$ cat config.mk
export PLATFORM = sky130hd
export DESIGN_NAME = pe_result_writer
export DESIGN_NICKNAME = d
export VERILOG_FILES = /design/src/rtl/pe_result_writer.sv
export SDC_FILE = /design/constraint.sdc
export NUM_CORES = 2
export LEC_CHECK = 0
export ABC_AREA = 1
export CORE_MARGIN = 8
export CORE_UTILIZATION = 45
export DETAILED_ROUTE_END_ITERATION = 10
export GPL_ROUTABILITY_DRIVEN = 0
export GPL_TIMING_DRIVEN = 1
export HOLD_SLACK_MARGIN = 0.03
export PLACE_DENSITY = 0.65
export SLEW_MARGIN = 0
export SYNTH_ARGS = -nofsm -noshare
export SYNTH_HDL_FRONTEND = slang
export SYNTH_SLANG_ARGS = --single-unit
$ cat constraint.sdc
create_clock -name clk -period 47.4 [get_ports clk]
set_input_delay 9.48 -clock clk [delete_from_list [all_inputs] [get_ports clk]]
set_output_delay 9.48 -clock clk [all_outputs]
set_load 0.005 [all_outputs]
$ cat src/rtl/pe_result_writer.sv
// Write-back stage: FIFO-buffers PE result vectors and serialises them into BEAT_WIDTH memory beats.
// A push at E0 raises mem_req_o after E1; ready_out drops only when full (no pass-through); mem_ack_i stalls hold the beat.
module pe_result_writer #(
  parameter int DATA_WIDTH   = 32,
  parameter int VECTOR_WIDTH = 16,
  parameter int BEAT_WIDTH   = 256,
  parameter int FIFO_DEPTH   = 4,
  parameter int ADDR_WIDTH   = 32
) (
  input  logic                               clk,
  input  logic                               rst,
  input  logic                               valid_in,
  output logic                               ready_out,
  input  logic [DATA_WIDTH*VECTOR_WIDTH-1:0] result_packed,
  input  logic [ADDR_WIDTH-1:0]              addr_i,
  output logic                               mem_req_o,
  output logic [ADDR_WIDTH-1:0]              mem_addr_o,
  output logic [BEAT_WIDTH-1:0]              mem_data_o,
  input  logic                               mem_ack_i,
  output logic [$clog2(FIFO_DEPTH):0]        fifo_level_o,
  output logic                               busy_o,
  output logic [15:0]                        vec_count_o
);

  localparam int VW         = DATA_WIDTH * VECTOR_WIDTH;
  localparam int NBEATS     = VW / BEAT_WIDTH;
  localparam int PW         = $clog2(FIFO_DEPTH);
  localparam int LW         = PW + 1;
  localparam int BIW        = (NBEATS > 1) ? $clog2(NBEATS) : 1;
  localparam int BEAT_BYTES = BEAT_WIDTH / 8;

  typedef enum logic {IDLE, REQ} state_t;

  logic [ADDR_WIDTH-1:0] addr_mem_q [FIFO_DEPTH];
  logic [VW-1:0]         vec_mem_q  [FIFO_DEPTH];

  logic [PW-1:0]  wr_ptr_q, rd_ptr_q;
  logic [LW-1:0]  level_q, level_d;
  state_t         state_q, state_d;
  logic [BIW-1:0] beat_q, beat_d;
  logic [15:0]    vec_count_q;

  logic full, push, pop, beat_ack, last_beat;

  assign full      = (level_q == LW'(FIFO_DEPTH));
  assign ready_out = !full && !rst;
  assign push      = valid_in && ready_out;
  assign beat_ack  = (state_q == REQ) && mem_ack_i;
  assign last_beat = (beat_q == BIW'(NBEATS - 1));
  assign pop       = beat_ack && last_beat;
  assign level_d   = level_q + LW'(push) - LW'(pop);

  always_comb begin
    state_d = state_q;
    beat_d  = beat_q;
    case (state_q)
      IDLE: begin
        if (level_q != '0) begin
          state_d = REQ;
          beat_d  = '0;
        end
      end
      REQ: begin
        if (mem_ack_i) begin
          if (last_beat) begin
            // Chain straight into the next entry so vectors stream without a bubble.
            beat_d  = '0;
            state_d = (level_d != '0) ? REQ : IDLE;
          end else begin
            beat_d = beat_q + BIW'(1);
          end
        end
      end
      default: state_d = IDLE;
    endcase
  end

  always_comb begin
    mem_req_o  = (state_q == REQ);
    mem_addr_o = '0;
    mem_data_o = '0;
    if (state_q == REQ) begin
      mem_addr_o = addr_mem_q[rd_ptr_q] + ADDR_WIDTH'(beat_q) * ADDR_WIDTH'(BEAT_BYTES);
      mem_data_o = vec_mem_q[rd_ptr_q][beat_q*BEAT_WIDTH +: BEAT_WIDTH];
    end
  end

  always_ff @(posedge clk) begin
    if (push) begin
      addr_mem_q[wr_ptr_q] <= addr_i;
      vec_mem_q[wr_ptr_q]  <= result_packed;
    end
  end

  always_ff @(posedge clk) begin
    if (rst) begin
      wr_ptr_q    <= '0;
      rd_ptr_q    <= '0;
      level_q     <= '0;
      state_q     <= IDLE;
      beat_q      <= '0;
      vec_count_q <= '0;
    end else begin
      level_q <= level_d;
      state_q <= state_d;
      beat_q  <= beat_d;
      if (push) wr_ptr_q <= wr_ptr_q + PW'(1);
      if (pop) begin
        rd_ptr_q    <= rd_ptr_q + PW'(1);
        vec_count_q <= vec_count_q + 16'd1;
      end
    end
  end

  assign fifo_level_o = level_q;
  assign busy_o       = (level_q != '0) || (state_q != IDLE);
  assign vec_count_o  = vec_count_q;

endmodule

==> flow_summary.ini <==
[die]
die_area_mm2 = 0.2058
rows = 160
initial_utilization_pct = 45.33
coreArea_mm2 = 0.1902
io_pins = 858
die_w_um = 453.7
fp.dieH_um = 453.7

[sta]
period_needed_ns = 20.53
slew_violations = 0
rsz0062_at_grt = no
tightest_slew_ns = 1.200
fin_setup_tns_ns = 0
maxSlewHeadroom_pct = 20.01
hold_violations = 0
worst_clock_skew_ns = 0.04195
setup_ws_ns = 26.87
fmax_ghz = 0.04870
period_share_pct = 43.32
finalSetupViolations = 0

[global_routing]
grt_pass1_wl_mm = 347.4
first_global_vias = 52780
grt_max_degree = 248
grt_use_total_pct = 22.18
antenna_found_initial = 120
overflow = 0

[detailed_routing]
wl_mm = 239.0
drt_pass1_iterations = 5
num_vias = 56140
wl_per_cell_um = 23.61
via_per_inst = 5.546
ant_nets = 0
drt_iter0_drc = 5347
remaining_drc_errors = 0

[yosys]
yosys.cell_types.count = 33
synthesis.nets = 7209
synth_cells = 6651
ys.flop_type = edfxtp_1
netlist_area_mm2 = 0.08621
yosysSeqAreaShare_pct = 76.42
yosysWarnings = 0
synth-async-reset-ratio_pct = 0
avgSynthCellArea_um2 = 12.96
synth_edf_count = 2176
ys_seq_elements = 2203

[outcome]
status = completed

[min_path]
hold_start = rd_ptr_q[1]
min_path_cells = 1
hp-class = flop to flop

[layout]
drive_gt1_share_pct = 5.378
nNetsFinal = 7904
instances_no_fill = 10120
synthToLayoutAreaGrowth_pct = 20.44

[cts]
cts_tree = yes
hold_buffers = 0
htree_levels = 4
postCtsResizedCells = 0
clk_pin_slew_ns = 0.06
clk_latency_ns = 0.85
cts_root_buf = clkbuf_16
post_cts_buffers = 0
clock_path_buffers = 3
cts_inserted_buffers = 216
cts_sinks = 2203

[setup_path]
slowest_stage = clkdlybuf4s50_1
cpMostUsedCell = clkdlybuf4s50_1
cp_top_family = buffers and inverters
arrival_ns = 11.05
reg2regPathDepth = 8
crit_required_ns = 37.92
startpoint_type = input pin
critPathKind = input pin to primary output
cp_cell_sequence = clkdlybuf4s50_1 -> a31oi_1 -> clkdlybuf4s50_1
end_kind = primary output
path_max_fanout = 13
r2r-end = vec_mem_q[3][410]
r2r-start = fifo_level_o[0]
reg2reg_slack_ns = 42.39
path_buf_inv = 2
cpPeakStageDelay_ns = 0.68

[run]
drv_cap = 0

[power]
p_leak_nw = 33.97
vdd_ir_drop_max_uv = 32.86
cellPowerDensity_mw_per_mm2 = 41.07

[placed_design]
place_ws_ns = 26.88
hpwl_mm = 141.1
dp.cells = 9639
portBuffers = 857
through the flow:
| step | power, mW | hold WS [ns] | util (%) | instance area (µm²) |
|---|---|---|---|---|
| floorplan | 2.456 | 0.4123 | - | 86210 |
| global placement | 2.629 | 0.4127 | 50.83 | 96670 |
| detailed placement | 2.634 | 0.4244 | 50.83 | 96670 |
| CTS | 4.301 | 0.4332 | 54.49 | 103600 |
| global route | 4.397 | 0.4814 | 54.57 | 103800 |
| finish | 4.265 | 0.4307 | 54.60 | 103800 |
cell type report:
cell class	count	area, µm²
inverters	66	270.3
well taps	2511	3142
multi-input cells	3926	18060
fillers	15390	86350
repair buffers	933	9311
diodes	81	202.7
flip-flops and latches	2203	65890
clock buffers	268	5707
clock inverters	134	1249
worst max-delay path by stage:
stage | start | end | slack, ns | cells after the start
2_1_floorplan | rst | addr_mem_q[0][0] | 13.51 | 3
3_3_place_gp | rst | ready_out | 26.90 | 3
3_5_place_dp | rst | ready_out | 26.88 | 3
4_1_cts | rst | ready_out | 26.87 | 3
5_1_grt | rst | ready_out | 26.76 | 3
6_report | rst | ready_out | 26.87 | 3
state kept, by name, summed over array words and instances, names as in the netlist, named ones only:
| name | cells |
|---|---|
| wr_ptr_q | 2 |
| rd_ptr_q | 2 |
| vec_mem_q | 2048 |
| mem_req_o | 1 |
| beat_q | 1 |
| vec_count_o | 16 |
| fifo_level_o | 3 |
| addr_mem_q | 128 |
layer usage:
| layer | up-vias | share of wire [%] | track usage, % |
|---|---|---|---|
| met2 | 1831 | 50 | 36.57 |
| met5 | - | 0.072 | 0 |
| met1 | 27890 | 39 | 27.87 |
| met4 | 26 | 4.7 | 11.71 |
| li1 | 25920 | - | - |
| met3 | 472 | 5.9 | 4.313 |
kinds of logic after synthesis:
group | Yosys count | share of synthesized area, %
compound gates | 1861 | 11.56
simple gates | 2051 | 9.154
fa+ha+maj | 10 | 0.1538
buf+inv | 522 | 2.669
xor+xnor | 4 | 0.04064
flops | 2203 | 76.42
where the power goes:
| part | leakage [nW] | switching (mW) | internal (mW) |
|---|---|---|---|
| Sequential | 20.0 | 0.0161 | 2.21 |
| Combinational | 10.6 | 0.219 | 0.150 |
| Clock | 3.39 | 0.722 | 0.953 |
| Total | 34.0 | 0.957 | 3.31 |
cells in the final DEF, fill, tap and decap left out, types with 24 or more instances in the layout:
cell type	instances
a21oi_1	28
a31oi_1	260
buf_4	63
clkbuf_1	47
clkbuf_16	221
clkdlybuf4s50_1	857
clkinv_1	57
clkinv_2	40
dfxtp_1	24
diode_2	81
edfxtp_1	2176
inv_1	61
nand2_1	306
nand3_1	67
nor2_1	1632
o21ai_0	1312
o22ai_1	258
cells in the mapped netlist (all sizes together), types with 2 or more instances:
cell type,count,area [µm²]
buf,176,1001
nor2,1648,6221
nand3,71,375.4
a21oi,28,140.1
clkinv,3,11.26
nor4,2,12.51
dfxtp,27,540.5
ha,9,112.6
o22ai,258,1614
nor3,15,75.07
clkbuf,280,1052
nand4,4,25.02
o21ai,1314,6576
edfxtp,2176,65340
a31oi,260,1627
inv,63,236.5
xor2,3,26.28
nand2,309,1167
worst register-to-register path, stage by stage, from the launching register on:
cell,delay [ns]
dfxtp_1,0.39
inv_1,0.09
a31oi_1,0.24
nand2_1,0.38
nor2_4,0.24
buf_4,0.63
buf_4,0.81
buf_4,0.89
buf_12,0.66
Note: power is estimated with default switching activity, not from simulation.
